### config.mk
export PLATFORM = sky130hd
export DESIGN_NAME = writeback_multi_flat
export DESIGN_NICKNAME = d
export VERILOG_FILES = /design/src/rtl/cpu_defs.sv /design/src/rtl/writeback_multi_if.sv /design/src/rtl/wb_csr_serializer.sv /design/src/rtl/writeback_multi.sv /design/src/flat_wrapper.sv
export SDC_FILE = /design/constraint.sdc
export NUM_CORES = 1
export LEC_CHECK = 0
export ABC_AREA = 0
export CAP_MARGIN = 20
export CORE_ASPECT_RATIO = 0.8
export CORE_MARGIN = 2
export CORE_UTILIZATION = 40
export CTS_CLUSTER_SIZE = 10
export DETAILED_ROUTE_END_ITERATION = 8
export PLACE_DENSITY = 0.71
export SLEW_MARGIN = 20
export SYNTH_ARGS = -nofsm -noshare
export SYNTH_HDL_FRONTEND = slang
export SYNTH_SLANG_ARGS = --single-unit
### constraint.sdc
create_clock -name clk -period 11.61 [get_ports clk]
set_clock_uncertainty 0.1 [all_clocks]
set_input_delay 3.483 -clock clk [delete_from_list [all_inputs] [get_ports clk]]
set_output_delay 3.483 -clock clk [all_outputs]
set_load 0.02 [all_outputs]
### src/rtl/cpu_defs.sv
// rtl/cpu_defs.sv - shared writeback-stage widths, lane record, state enum and popcount helper
package cpu_defs;

  localparam int XLEN       = 32;
  localparam int REG_IDX_W  = 5;
  localparam int CSR_ADDR_W = 14;
  localparam int MAX_LANES  = 4;

  typedef enum logic {
    IDLE,
    DRAIN
  } wb_state_e;

  typedef struct packed {
    logic                  valid;
    logic [REG_IDX_W-1:0]  rd;
    logic                  wr_rd;
    logic [XLEN-1:0]       rd_data;
    logic                  wr_csr;
    logic [CSR_ADDR_W-1:0] csr_addr;
    logic [XLEN-1:0]       csr_data;
  } wb_lane_t;

  function automatic logic [2:0] popcount4(input logic [MAX_LANES-1:0] m);
    logic [2:0] c;
    c = '0;
    for (int i = 0; i < MAX_LANES; i++) begin
      c = c + {2'b00, m[i]};
    end
    return c;
  endfunction

endpackage

### src/rtl/writeback_multi_if.sv
// rtl/writeback_multi_if.sv - bundle-in / regfile+CSR-out bus of the multi-lane writeback stage
interface writeback_multi_if #(
  parameter int N_LANES    = 2,
  parameter int XLEN       = 32,
  parameter int REG_IDX_W  = 5,
  parameter int CSR_ADDR_W = 14
);

  logic                          next_rdy_in;
  logic                          rdy_in;
  logic [N_LANES-1:0]            in_valid;
  logic [N_LANES*REG_IDX_W-1:0]  in_rd;
  logic [N_LANES-1:0]            in_wr_rd;
  logic [N_LANES*XLEN-1:0]       in_rd_data;
  logic [N_LANES-1:0]            in_wr_csr;
  logic [N_LANES*CSR_ADDR_W-1:0] in_csr_addr;
  logic [N_LANES*XLEN-1:0]       in_csr_data;
  logic [N_LANES-1:0]            reg_we;
  logic [N_LANES*REG_IDX_W-1:0]  reg_idx;
  logic [N_LANES*XLEN-1:0]       reg_data;
  logic                          csr_we;
  logic [CSR_ADDR_W-1:0]         csr_addr;
  logic [XLEN-1:0]               csr_data;
  logic [63:0]                   instret;

  modport master (
    output next_rdy_in, in_valid, in_rd, in_wr_rd, in_rd_data,
           in_wr_csr, in_csr_addr, in_csr_data,
    input  rdy_in, reg_we, reg_idx, reg_data, csr_we, csr_addr, csr_data, instret
  );

  modport slave (
    input  next_rdy_in, in_valid, in_rd, in_wr_rd, in_rd_data,
           in_wr_csr, in_csr_addr, in_csr_data,
    output rdy_in, reg_we, reg_idx, reg_data, csr_we, csr_addr, csr_data, instret
  );

endinterface

### src/rtl/wb_csr_serializer.sv
// rtl/wb_csr_serializer.sv - drains a bundle's CSR writes one per fire cycle, oldest lane first
module wb_csr_serializer #(
  parameter int N_LANES = 2,
  parameter int SEL_W   = 1
) (
  input  logic               clk,
  input  logic               rst,
  input  logic               flush,
  input  logic               load,
  input  logic               fire,
  input  logic [N_LANES-1:0] load_mask,
  output logic               csr_we,
  output logic [SEL_W-1:0]   csr_sel,
  output logic               last
);
  import cpu_defs::*;

  wb_state_e            state;
  logic [N_LANES-1:0]   pend;
  logic [MAX_LANES-1:0] pend4;
  logic [2:0]           pend_cnt;

  always_comb begin
    pend4                = '0;
    pend4[N_LANES-1:0]   = pend;
    pend_cnt             = popcount4(pend4);
  end

  always_comb begin
    csr_sel = '0;
    for (int i = N_LANES - 1; i >= 0; i--) begin
      if (pend[i]) csr_sel = SEL_W'(i);
    end
  end

  assign csr_we = fire & (|pend);
  assign last   = (pend_cnt <= 3'd1);

  always_ff @(posedge clk) begin
    if (rst) begin
      state <= IDLE;
      pend  <= '0;
    end else begin
      // pend & (pend-1) drops exactly the lowest set bit, i.e. the lane just written
      if (load) begin
        pend <= load_mask;
      end else if (csr_we) begin
        pend <= pend & (pend - N_LANES'(1));
      end

      if (flush) begin
        state <= IDLE;
      end else if (fire) begin
        if (state == IDLE) begin
          if (pend_cnt >= 3'd2) state <= DRAIN;
        end else begin
          if (pend_cnt == 3'd2) state <= IDLE;
        end
      end
    end
  end

endmodule

### src/rtl/writeback_multi.sv
// rtl/writeback_multi.sv - multi-lane writeback: regfile ports, serialised CSR port, instret counter
module writeback_multi #(
  parameter int N_LANES    = 2,
  parameter int XLEN       = 32,
  parameter int REG_IDX_W  = 5,
  parameter int CSR_ADDR_W = 14
) (
  input logic              clk,
  input logic              rst,
  input logic              flush,
  writeback_multi_if.slave bus
);
  import cpu_defs::*;

  localparam int SEL_W = (N_LANES > 1) ? $clog2(N_LANES) : 1;

  wb_lane_t                     lane_q [N_LANES];
  logic                         gpr_done;
  logic [63:0]                  instret_q;
  logic [N_LANES-1:0]           valid;
  logic [MAX_LANES-1:0]         valid4;
  logic [2:0]                   valid_cnt;
  logic                         bvalid;
  logic                         fire;
  logic                         rdy;
  logic                         csr_we;
  logic [SEL_W-1:0]             csr_sel;
  logic                         csr_last;
  logic [N_LANES-1:0]           reg_we;
  logic [N_LANES*REG_IDX_W-1:0] reg_idx;
  logic [N_LANES*XLEN-1:0]      reg_data;
  logic [CSR_ADDR_W-1:0]        csr_addr;
  logic [XLEN-1:0]              csr_data;

  always_comb begin
    valid = '0;
    for (int i = 0; i < N_LANES; i++) valid[i] = lane_q[i].valid;
    valid4              = '0;
    valid4[N_LANES-1:0] = valid;
    valid_cnt           = popcount4(valid4);
  end

  assign bvalid = |valid;
  assign fire   = bvalid & ~flush & bus.next_rdy_in;
  assign rdy    = flush | ~bvalid | (fire & csr_last);

  wb_csr_serializer #(
    .N_LANES (N_LANES),
    .SEL_W   (SEL_W)
  ) u_csr (
    .clk       (clk),
    .rst       (rst),
    .flush     (flush),
    .load      (rdy),
    .fire      (fire),
    .load_mask (bus.in_valid & bus.in_wr_csr),
    .csr_we    (csr_we),
    .csr_sel   (csr_sel),
    .last      (csr_last)
  );

  always_ff @(posedge clk) begin
    if (rst) begin
      for (int i = 0; i < N_LANES; i++) lane_q[i] <= '0;
      gpr_done  <= 1'b0;
      instret_q <= '0;
    end else begin
      if (rdy) begin
        for (int i = 0; i < N_LANES; i++) begin
          lane_q[i].valid    <= bus.in_valid[i];
          lane_q[i].rd       <= bus.in_rd[i*REG_IDX_W +: REG_IDX_W];
          lane_q[i].wr_rd    <= bus.in_wr_rd[i];
          lane_q[i].rd_data  <= bus.in_rd_data[i*XLEN +: XLEN];
          lane_q[i].wr_csr   <= bus.in_wr_csr[i];
          lane_q[i].csr_addr <= bus.in_csr_addr[i*CSR_ADDR_W +: CSR_ADDR_W];
          lane_q[i].csr_data <= bus.in_csr_data[i*XLEN +: XLEN];
        end
        gpr_done <= 1'b0;
      end else if (fire) begin
        gpr_done <= 1'b1;
      end

      if (fire && csr_last) instret_q <= instret_q + 64'(valid_cnt);
    end
  end

  // A younger lane writing the same rd shadows every older lane in the bundle
  always_comb begin
    reg_we   = '0;
    reg_idx  = '0;
    reg_data = '0;
    for (int i = 0; i < N_LANES; i++) begin
      reg_idx[i*REG_IDX_W +: REG_IDX_W] = lane_q[i].rd;
      reg_data[i*XLEN +: XLEN]          = lane_q[i].rd_data;
      reg_we[i] = fire & ~gpr_done & lane_q[i].valid & lane_q[i].wr_rd & (lane_q[i].rd != '0);
      for (int j = i + 1; j < N_LANES; j++) begin
        if (lane_q[j].valid && lane_q[j].wr_rd && (lane_q[j].rd == lane_q[i].rd)) reg_we[i] = 1'b0;
      end
    end
  end

  always_comb begin
    csr_addr = '0;
    csr_data = '0;
    if (csr_we) begin
      csr_addr = lane_q[csr_sel].csr_addr;
      csr_data = lane_q[csr_sel].csr_data;
    end
  end

  assign bus.rdy_in   = rdy;
  assign bus.reg_we   = reg_we;
  assign bus.reg_idx  = reg_idx;
  assign bus.reg_data = reg_data;
  assign bus.csr_we   = csr_we;
  assign bus.csr_addr = csr_addr;
  assign bus.csr_data = csr_data;
  assign bus.instret  = instret_q;

endmodule

### src/flat_wrapper.sv
// flat-port wrapper written by rule: the top's interface ports become plain ports
module writeback_multi_flat import cpu_defs::*;
#(
  parameter int N_LANES    = 2,
  parameter int XLEN       = 32,
  parameter int REG_IDX_W  = 5,
  parameter int CSR_ADDR_W = 14
)
  (clk, rst, flush, bus_next_rdy_in, bus_in_valid, bus_in_rd, bus_in_wr_rd, bus_in_rd_data, bus_in_wr_csr, bus_in_csr_addr, bus_in_csr_data, bus_rdy_in, bus_reg_we, bus_reg_idx, bus_reg_data, bus_csr_we, bus_csr_addr, bus_csr_data, bus_instret);
  writeback_multi_if #(.N_LANES(N_LANES), .XLEN(XLEN), .REG_IDX_W(REG_IDX_W), .CSR_ADDR_W(CSR_ADDR_W)) bus_i ();
  input logic clk;
  input logic rst;
  input logic flush;
  input wire logic [$bits(bus_i.next_rdy_in)-1:0] bus_next_rdy_in;
  input wire logic [$bits(bus_i.in_valid)-1:0] bus_in_valid;
  input wire logic [$bits(bus_i.in_rd)-1:0] bus_in_rd;
  input wire logic [$bits(bus_i.in_wr_rd)-1:0] bus_in_wr_rd;
  input wire logic [$bits(bus_i.in_rd_data)-1:0] bus_in_rd_data;
  input wire logic [$bits(bus_i.in_wr_csr)-1:0] bus_in_wr_csr;
  input wire logic [$bits(bus_i.in_csr_addr)-1:0] bus_in_csr_addr;
  input wire logic [$bits(bus_i.in_csr_data)-1:0] bus_in_csr_data;
  output wire logic [$bits(bus_i.rdy_in)-1:0] bus_rdy_in;
  output wire logic [$bits(bus_i.reg_we)-1:0] bus_reg_we;
  output wire logic [$bits(bus_i.reg_idx)-1:0] bus_reg_idx;
  output wire logic [$bits(bus_i.reg_data)-1:0] bus_reg_data;
  output wire logic [$bits(bus_i.csr_we)-1:0] bus_csr_we;
  output wire logic [$bits(bus_i.csr_addr)-1:0] bus_csr_addr;
  output wire logic [$bits(bus_i.csr_data)-1:0] bus_csr_data;
  output wire logic [$bits(bus_i.instret)-1:0] bus_instret;
  assign bus_i.next_rdy_in = bus_next_rdy_in;
  assign bus_i.in_valid = bus_in_valid;
  assign bus_i.in_rd = bus_in_rd;
  assign bus_i.in_wr_rd = bus_in_wr_rd;
  assign bus_i.in_rd_data = bus_in_rd_data;
  assign bus_i.in_wr_csr = bus_in_wr_csr;
  assign bus_i.in_csr_addr = bus_in_csr_addr;
  assign bus_i.in_csr_data = bus_in_csr_data;
  assign bus_rdy_in = bus_i.rdy_in;
  assign bus_reg_we = bus_i.reg_we;
  assign bus_reg_idx = bus_i.reg_idx;
  assign bus_reg_data = bus_i.reg_data;
  assign bus_csr_we = bus_i.csr_we;
  assign bus_csr_addr = bus_i.csr_addr;
  assign bus_csr_data = bus_i.csr_data;
  assign bus_instret = bus_i.instret;
  writeback_multi #(.N_LANES(N_LANES), .XLEN(XLEN), .REG_IDX_W(REG_IDX_W), .CSR_ADDR_W(CSR_ADDR_W)) u_core (.clk(clk), .rst(rst), .flush(flush), .bus(bus_i));
endmodule
==> summary.md, run 1 <==
| Metric | Value |
|---|---|
| Status | finished clean |
| Horiz. Die Dim | around 190 um |
| # port buffers | around 360 |
| Maxcap violations | 0 |
| Mux share of post-synthesis cell area | 0.000919 |
| Clock transition at path regs | about 0.06 ns |
| Leak Pwr | about 5.3 nW |
| Mapped Cells | a little over 1000 |
| Net Sw Frac | 0.234 |
| Unique masters post-synth | 48 |
| Detail Route Antenna Nets | 0 |
| Worst Path Required | between 8 and 9 ns |
| Power Density | between 100 and 150 nW/um^2 |
| Max H-tree Level | 1 |
| Layout area overhead | 39.2% |
| Post-route setup TNS | 0 ns |
| Largest family of logic cells by synthesized area | simple AND/OR/NAND/NOR gates |
| Die Footprint | between 20000 and 30000 um^2 |
| Synth Cell Area | about 11000 um^2 |
| Post-layout util | 0.561 |
| Crit path kind | input pin to output pin |
| GRT Util Overall | 0.191 |
| Final Hold Viols | 0 |
| Critical Path AT | ~5.9 ns |
| RD Place Congestion | 0.833 |
| Clock sinks | 237 |
| Maximum VDD drop | around 0.00012 V |
| Worst-Skew Late Latency | between 0.5 and 0.6 ns |
| Final wirelength | between 20000 and 30000 um |
| Synth top area cells | edfxtp_1 47%, dfxtp_1 12%, and2_1 9.9% |
| CTS tree | done |
| Worst-margin pin slew | between 1 and 1.5 ns |
| Fin Hold WS | slightly below 0.4 ns |
| Number of synthesized register bits | about 240 |
| DRT iter0 DRCs | between 400 and 500 |
| Crit-path cells | clkdlybuf4s50_1, nor3b_1, o21ai_4, buf_4, a21oi_1, clkdlybuf4s50_1 |
| Initial Util | 0.403 |
| Number of synthesized flops with an enable pin | 170 |
| Rows | 54 |
| Pin count of the biggest net entering global routing | 127 |
| Die H | approximately 150 um |
| Seq/Total Area, Yosys | 0.592 |
| CTS resizes | 0 |
| Async SR Flop Fraction | 0 |
| Part of the power in registers | 0.481 |
| Share of cells above drive strength 1 | 0.0445 |
| CP dominant cell by count | clkdlybuf4s50_1 |
| GR Layer Usage met2 | 0.304 |
| Met3 usage | 0.0507 |
| Tcrit/Tclk final | 0.816 |
| Most frequent cell after synthesis | and2_1 |
| Mapped Avg Cell Area | around 11 um^2 |
| RSZ-0062 raised after global routing | no |
| Via-per-instance ratio | about 5.0 |
| Met1 usage | 0.253 |
| Synth Area in Compound Gates | 0.0569 |
| Post-route minimum period | between 9 and 10 ns |
| GRT busiest layer | met2 |
| CTS root buffer | clkbuf_16 |
| Xor-xnor portion of the synthesized cell area | 0.0297 |
| Vias in the first global route | 7764 |
| Worst Setup Start Kind | input pin |
| Fin nets | between 1000 and 1500 |
| Slew headroom | 0.291 |
| Post-Synth Simple-Gate Area | 0.238 |
| Post-DP HPWL | between 20000 and 25000 um |
| Synthesized net count | between 1000 and 1500 |
| Pint | between 0.0015 and 0.002 W |
| Place WS | between 2 and 2.5 ns |
| Initial antenna violation count | 2 |
| Post-synth top area cell | edfxtp_1 |
| Residual DRC | 0 |
| CP max stage cell | clkdlybuf4s50_1 |
| Clock power share | 0.393 |
| Most frequent cells after synthesis | 172 x and2_1, 170 x edfxtp_1, 117 x nand2_1 |
| GRT overflow | 0 |
| Synthesis Warnings | 0 |
| Longest Clk Path Bufs | 3 |
| DR WL/cell | approximately 17 um |
| Final WS setup | around 2.1 ns |
| Hold Path Class | register to register |
| Peak Freq | around 110 MHz |
| IO Pins | about 360 |
| Top-area cell type share of the netlist area | 0.469 |
| Max incr delay on CP | around 0.65 ns |
| CTS Hold Bufs | 0 |
| First-pass GRT wire length | 42900 um |
| Total CTS buffers | 28 |
| Pins Over Slew Limit | 0 |
| Max Fanout on Critical Path | 47 |
| Tot Pwr | 0.00210 W |
| Vias | just over 8000 |
| Sw Pwr | 0.000491 W |
| # Post-CTS Setup Buffers | 0 |
| Core ar. | about 27000 um^2 |
| First-pass DRT Iterations | 5 |
| Logic gate share of total power | 0.126 |
| CP endpoint kind | output pin |
| Final setup fails | 0 |
| Post-synthesis adder-cell area fraction | 0.00643 |
| Top_reg_cell synth | edfxtp_1 |
## state kept, by name (all words and copies together), names as in the netlist
name	flops
u_core.bus.instret	64
u_core.lane_q	170
u_core.u_csr.pend	2
u_core.gpr_done	1
## metrics by stage
step	instance area, um^2	std cells
3_5_place_dp	14300	1618
5_1_grt	15200	1670
2_1_floorplan	10900	1008
3_3_place_gp	14300	1618
4_1_cts	15200	1668
6_report	15200	1670
## final timing paths
| kind | to | slack, ns | from | cells past startpoint |
|---|---|---|---|---|
| hold reg to reg | u_core.bus.instret[63] | 0.39 | u_core.bus.instret[63] | 2 |
| setup / recovery | bus_csr_data[18] | 2.14 | bus_next_rdy_in | 6 |
| setup reg to reg | u_core.lane_q[0][36] | 7.66 | u_core.lane_q[0][85] | 7 |
| hold / removal | u_core.bus.instret[63] | 0.39 | u_core.bus.instret[63] | 2 |
## cells in the final DEF, fill, tap and decap left out, drive strengths merged, types with 9 or more instances in the layout
master and count:
or3 26, xor2 20, nor2 46, dfxtp 67
inv 16, and2 172, clkdlybuf4s50 362, nand3 22
or4 10, buf 9, o21ai 23, a21oi 77
nand4 31, clkbuf 49, nor3 13, nand2 117
nor4 13, edfxtp 170, xnor2 17
## kinds of logic after synthesis
logic type                 count (synthesis)
AOI/OAI and AO/OA                        115
muxes                                      1
adders and majority gates                  5
and+or+nand+nor                          472
buffers and inverters                    141
DFF                                      237
xor gates and xnor gates                  37
## critical path: cells and delay by family
kind | cells | cell delay [ns]
AO/OA/AOI/OAI | 2 | 0.33
AND/OR/NAND/NOR | 1 | 0.57
buffers and inverters | 3 | 1.44
## layout make-up
cell class	count	area, um^2
inverter	16	60.1
clock buffer	49	842
multi-input combinational	630	3650
antenna	2	5.00
clock inverter	1	16.3
timing repair buffer	371	3690
fill	2290	11900
sequential	237	6450
tap	364	455
## power by group through the flow
stage	Combinational, W	Clock [W]	Sequential (W)
after detailed placement	0.000268	0	0.00103
after CTS	0.000269	0.000838	0.00101
final	0.000264	0.000824	0.00101
after global placement	0.000266	0	0.00102
after floorplan	0.000158	0	0.00102
after global routing	0.000284	0.000868	0.00102
## layer usage
metal | wire length (um) | share of wire
met5 | 0 | 0
met4 | 958 | 0.033
met3 | 2370 | 0.081
met2 | 13600 | 0.47
met1 | 12200 | 0.42
Note: power is estimated with default switching activity, not from simulation.
==> run 2, diff against run 1 <==
- PLACE_DENSITY: 0.71 -> 0.74
- clock period: 11.61 -> 7.8 ns (I/O delays scaled with it)
==> run 2 against run 1 <==
Worst setup slack got worse by 1.4 ns; total power increased by 46%; critical path depth decreased by 1; sequential power increased by 49%; global-route usage increased by 0.12 points; design area decreased by 0.12%; register-to-register slack got worse by 3.5 ns; routed wire length decreased by 0.16%; highest routed layer is now met5.
==> summary.md, run 2 (synthesis gave the netlist of run 1 again) <==
| Metric | Value |
|---|---|
| CTS Hold Bufs | 0 (unchanged) |
| Post-layout util | 0.560 (-0.000648) |
| Clock sinks | 237 (unchanged) |
| Hold Path Origin | u_core.gpr_done |
| RD Place Congestion | 0.862 (+3.5%) |
| Pin count of the biggest net entering global routing | 171 (+35%) |
| Maxcap violations | 0 (unchanged) |
| Clock transition at path regs | 0.06 ns (about the same) |
| CTS resizes | 0 (unchanged) |
| DRT iter0 DRCs | 604 (+25%) |
| Tot Pwr | 0.00307 W (+46%) |
| Layout area overhead | 39.0% |
| CP endpoint kind | output pin |
| Post-DP HPWL | 20800 um (+2.7%) |
| Residual DRC | 0 (unchanged) |
| Initial Util | 0.403 (unchanged) |
| Peak Freq | roughly 140 MHz |
| Power Density | 203 nW/um^2 (+47%) |
| Detail Route Antenna Nets | 0 (unchanged) |
| Post-route minimum period | approximately 7 ns |
| Worst Path Required | 5.36 ns (-2.67 ns) |
| Worst R2R Setup Slack | 4.16 ns (-3.50 ns) |
| Worst-Skew Late Latency | 0.54 ns (about the same) |
| # port buffers | 363 (unchanged) |
| Final wirelength | 29100 um (-0.16%) |
| Initial antenna violation count | 3 (+1) |
| Final setup fails | 0 (unchanged) |
| GRT overflow | 0 (unchanged) |
| Post-route setup TNS | 0 ns (unchanged) |
| Pins Over Slew Limit | 0 (unchanged) |
| FF-to-FF End | u_core.bus.instret[54] |
| Core ar. | 27000 um^2 (unchanged) |
| First-pass GRT wire length | 43300 um (+0.89%) |
| Status | finished clean |
| Final Hold Viols | 0 (unchanged) |
| # Post-CTS Setup Buffers | 0 (unchanged) |
| Largest register FFs | 170 (unchanged) |
| CTS root buffer | clkbuf_16 |
| Commonest non-fill, non-tap cell in the layout | clkdlybuf4s50_1 |
| Worst-margin pin slew | 0.979 ns (-0.0854 ns) |
| Largest register by flop count | u_core.lane_q |
| Critical Path AT | 4.59 ns (-1.30 ns) |
| Vias | 8282 (+0.11%) |
| Max Fanout on Critical Path | 5 (-89%) |
| FF-to-FF Start | u_core.lane_q[1][85] |
| Total CTS buffers | 28 (unchanged) |
| CP max stage cell | clkdlybuf4s50_1 |
| Longest Clk Path Bufs | 3 (unchanged) |
| Die Footprint | 28600 um^2 (unchanged) |
| Final WS setup | 0.769 ns (-1.37 ns) |
| Max incr delay on CP | 0.69 ns (+0.04 ns) |
| Crit-path cells | clkdlybuf4s50_1, or3b_1, a21oi_1, or3_1, clkdlybuf4s50_1 |
| Critical path buffers and inverters | 2 (-1) |
| Hold path depth | 2 (unchanged) |
| Horiz. Die Dim | 189 um (unchanged) |
| CTS tree | done |
| Fin nets | 1465 (unchanged) |
| Worst-case reg-to-reg path depth | 10 (+3) |
| Vias in the first global route | 7910 (+1.9%) |
| DR WL/cell | 17.4 um (-0.10%) |
| GRT Util Overall | 0.192 (+0.00124) |
| IO Pins | 364 (unchanged) |
| Max H-tree Level | 1 (unchanged) |
| Worst hold path endpoint | u_core.gpr_done |
| Maximum VDD drop | 0.000181 V (+45%) |
| CP dominant cell by count | clkdlybuf4s50_1 |
| Tcrit/Tclk final | 0.901 |
| Largest delay share family, worst path | buffers and inverters |
| Hold Path Class | register to register |
| Via-per-instance ratio | 4.96 (+0.17%) |
| Place WS | 0.839 ns (-1.34 ns) |
| Share of cells above drive strength 1 | 0.0437 (-0.000767) |
| Most frequent cells in the layout | 362 x clkdlybuf4s50_1, 172 x and2_1, 170 x edfxtp_1, 117 x nand2_1, 77 x a21oi_1 |
| Crit path kind | input pin to output pin |
| Rows | 54 (unchanged) |
| First-pass DRT Iterations | 5 (unchanged) |
| Worst Setup Start Kind | input pin |
| Leak Pwr | 5.35 nW (about the same) |
| Die H | 152 um (unchanged) |
| Slew headroom | 0.341 (+0.0509) |
| RSZ-0062 raised after global routing | no |
==> run 2: worst max-delay path by stage <==
stage	startpoint	end	slack [ns]	depth (start not counted)
floorplan	flush	u_core.lane_q[0][0]	1.65	5
global placement	bus_next_rdy_in	bus_rdy_in	0.90	5
detailed placement	bus_next_rdy_in	bus_rdy_in	0.84	5
CTS	bus_next_rdy_in	bus_rdy_in	0.81	5
global route	bus_next_rdy_in	bus_rdy_in	0.68	5
finish	bus_next_rdy_in	bus_rdy_in	0.77	5
==> run 2: worst min-delay path: stages (launching register included) <==
cell and delay, ns:
dfxtp_1 0.33, nor2_1 0.05, nor2_1 0.07
==> run 2: power by group <==
part / internal (W) / switching (W) / leakage [nW] / total [W]
Combinational: 0.000202 / 0.000195 / 2.48 / 0.000397
Sequential: 0.00147 / 0.0000369 / 2.48 / 0.00150
Clock: 0.000678 / 0.000494 / 0.388 / 0.00117
==> run 2: layer usage <==
metal	GRT usage	wire length [um]	part of all wire	vias up
met5	0	23	0.00079	-
met4	0.0742	1070	0.037	4
met3	0.0544	2260	0.078	70
met2	0.309	13600	0.47	341
met1	0.248	12200	0.42	3877
li1	-	-	-	3990
==> run 2: layout make-up <==
type / instances / area (um^2)
Clock inverter: 3 / 30.0
Tap cell: 364 / 455
Antenna cell: 1 / 2.50
Multi-Input combinational cell: 630 / 3660
Sequential cell: 237 / 6450
Clock buffer: 47 / 782
Timing Repair Buffer: 371 / 3710
Inverter: 16 / 60.1
Fill cell: 2267 / 11900
==> run 2: metrics by stage <==
step / std cells / hold slack, ns / instance area [um^2]
5_1_grt: 1669 / 0.407 / 15100
4_1_cts: 1668 / 0.387 / 15100
2_1_floorplan: 1008 / 0.341 / 10900
6_report: 1669 / 0.389 / 15100
3_5_place_dp: 1618 / 0.376 / 14300
3_3_place_gp: 1618 / 0.365 / 14300
==> run 3, diff against run 2 <==
- CORE_MARGIN: 2 -> 5
==> run 3 against run 2 <==
Count of clock-buffer cells in the layout grew 1; core utilization is 0.093 points higher; worst setup slack worse by 0.21 ns; critical endpoint is now bus_csr_addr[0].
==> summary.md, run 3 (synthesis gave the netlist of run 1 again) <==
| Metric | Value |
|---|---|
| Status | finished clean |
| First-pass GRT wire length | 47200 um (+9.0%) |
| CP Depth | 6 (+1) |
| GRT overflow | 0 (unchanged) |
| Rows | 54 (unchanged) |
| Longest Clk Path Bufs | 3 (unchanged) |
| Die H | 158 um (+4.0%) |
| Power Density | 205 nW/um^2 (+0.93%) |
| Max Fanout on Critical Path | 30 (+25) |
| Sw Pwr | 0.000725 W (-0.12%) |
| Max incr delay on CP | 0.65 ns (-0.04 ns) |
| CTS tree | done |
| IO Pins | 364 (unchanged) |
| RSZ-0062 raised after global routing | no |
| Hold path depth | 2 (unchanged) |
| DR WL/cell | 18.7 um (+7.4%) |
| Slew headroom | 0.338 (-0.00333) |
| Commonest non-fill, non-tap cell in the layout | clkdlybuf4s50_1 |
| CP max stage cell | clkdlybuf4s50_1 |
| Post-route minimum period | 7.24 ns (+0.212 ns) |
| Initial antenna violation count | 3 (unchanged) |
| Final wirelength | 31300 um (+7.6%) |
| CP endpoint kind | output pin |
| # port buffers | 363 (unchanged) |
| Initial Util | 0.403 (unchanged) |
| Post-layout util | 0.561 (+0.000926) |
| Hold Path Class | register to register |
| Worst Setup Start Kind | input pin |
| Via-per-instance ratio | 4.97 (about the same) |
| Clock power share | 0.387 (+0.006) |
| CTS Hold Bufs | 0 (unchanged) |
| Vias in the first global route | 8398 (+6.2%) |
| Most frequent cells in the layout | 362 x clkdlybuf4s50_1, 172 x and2_1, 170 x edfxtp_1, 117 x nand2_1, 77 x a21oi_1 |
| Part of the power in registers | 0.484 (-0.006) |
| Final Hold Viols | 0 (unchanged) |
| Die Footprint | 30700 um^2 (+7.3%) |
| Post-route setup TNS | 0 ns (unchanged) |
| Pint | 0.00238 W (+1.5%) |
| Fillers | 2282 (+0.66%) |
| RD Place Congestion | 0.920 (+6.7%) |
| Share of cells above drive strength 1 | 0.0459 (+0.00223) |
| DRT iter0 DRCs | 542 (-10%) |
| Largest register by flop count | u_core.lane_q |
| CP dominant cell by count | clkdlybuf4s50_1 |
| Pins Over Slew Limit | 0 (unchanged) |
| Core ar. | 27000 um^2 (unchanged) |
| Pin count of the biggest net entering global routing | 106 (-38%) |
| Total CTS buffers | 28 (unchanged) |
| Layout area overhead | 39.3% |
| Max H-tree Level | 1 (unchanged) |
| Worst Path Required | 5.36 ns (about the same) |
| CTS resizes | 0 (unchanged) |
| Worst-case reg-to-reg path depth | 7 (-3) |
| Final WS setup | 0.557 ns (-0.212 ns) |
| CTS root buffer | clkbuf_16 |
| Crit path kind | input pin to output pin |
| Peak Freq | 138 MHz (-2.9%) |
| Largest register FFs | 170 (unchanged) |
| Horiz. Die Dim | 195 um (+3.2%) |
| Fin nets | 1467 (+0.14%) |
| Residual DRC | 0 (unchanged) |
| Detail Route Antenna Nets | 0 (unchanged) |
| Tcrit/Tclk final | 0.929 (+0.0272) |
| Vias | 8305 (+0.28%) |
| Critical path buffers and inverters | 3 (+1) |
| Clock sinks | 237 (unchanged) |
| Largest delay share family, worst path | buffers and inverters |
| Worst-margin pin slew | 0.989 ns (+0.0103 ns) |
| Critical Path AT | 4.80 ns (+0.21 ns) |
| # Post-CTS Setup Buffers | 0 (unchanged) |
| Post-DP HPWL | 22700 um (+9.2%) |
| Crit-path cells | clkdlybuf4s50_1, nor3b_1, o21ai_4, buf_4, a21oi_1, clkdlybuf4s50_1 |
| Net Sw Frac | 0.233 (-0.00284) |
| Maximum VDD drop | 0.000148 V (-18%) |
| Worst R2R Setup Slack | 4.39 ns (+0.23 ns) |
| Place WS | 0.603 ns (-0.237 ns) |
| Leak Pwr | 5.36 nW (+0.14%) |
| GRT Util Overall | 0.193 (+0.000469) |
| First-pass DRT Iterations | 5 (unchanged) |
| Worst-Skew Late Latency | 0.53 ns (about the same) |
| Final setup fails | 0 (unchanged) |
| Logic gate share of total power | 0.129 (about the same) |
| Clock transition at path regs | 0.06 ns (about the same) |
| Maxcap violations | 0 (unchanged) |
[run 3: power by group through the flow]
stage,Clock [W],Sequential [W],Combinational [W]
3_5_place_dp,0,0.00153,0.000406
6_report,0.00120,0.00150,0.000400
4_1_cts,0.00124,0.00150,0.000408
3_3_place_gp,0,0.00152,0.000403
2_1_floorplan,0,0.00152,0.000236
5_1_grt,0.00129,0.00151,0.000430
[run 3: path summary, 6_finish.rpt]
| check | to | from |
|---|---|---|
| setup reg to reg | u_core.lane_q[1][0] | u_core.lane_q[0][85] |
| hold reg to reg | u_core.gpr_done | u_core.gpr_done |
| hold / removal | u_core.gpr_done | u_core.gpr_done |
| setup / recovery | bus_csr_addr[0] | bus_next_rdy_in |
[run 3: final cells by class]
type / instances / area (um^2) / area share
multi-input combinational: 630 / 3650 / 0.241
tap: 364 / 455 / 0.0300
clock buffer: 48 / 828 / 0.0546
antenna: 2 / 5.00 / 0.000330
sequential: 237 / 6450 / 0.425
inverter: 16 / 60.1 / 0.00396
timing repair buffer: 373 / 3720 / 0.245
clock inverter: 2 / 10.0 / 0.000660
[run 3: worst register-to-register path, delay by kind of cell (launching register included)]
kind / cells / cell delay, ns
simple gates: 3 / 1.31
buf+inv: 2 / 0.56
fa+ha+maj: 1 / 0.21
compound gates: 1 / 0.35
flops: 1 / 0.44
[run 3: routing by layer]
metal	vias to the layer above	track usage	wire length (um)
li1	3995	-	-
met1	3906	0.234	12400
met2	336	0.325	14900
met3	64	0.0677	2930
met4	4	0.0636	1050
met5	-	0	25
[run 3: per-stage QoR]
stage          cell area, um^2  total power (W)  cells  hold slack (ns)
2_1_floorplan            10900          0.00175   1008            0.341
3_3_place_gp             14300          0.00193   1620            0.356
3_5_place_dp             14300          0.00193   1620            0.377
4_1_cts                  15200          0.00315   1670            0.392
5_1_grt                  15200          0.00323   1671            0.409
6_report                 15200          0.00311   1672            0.386
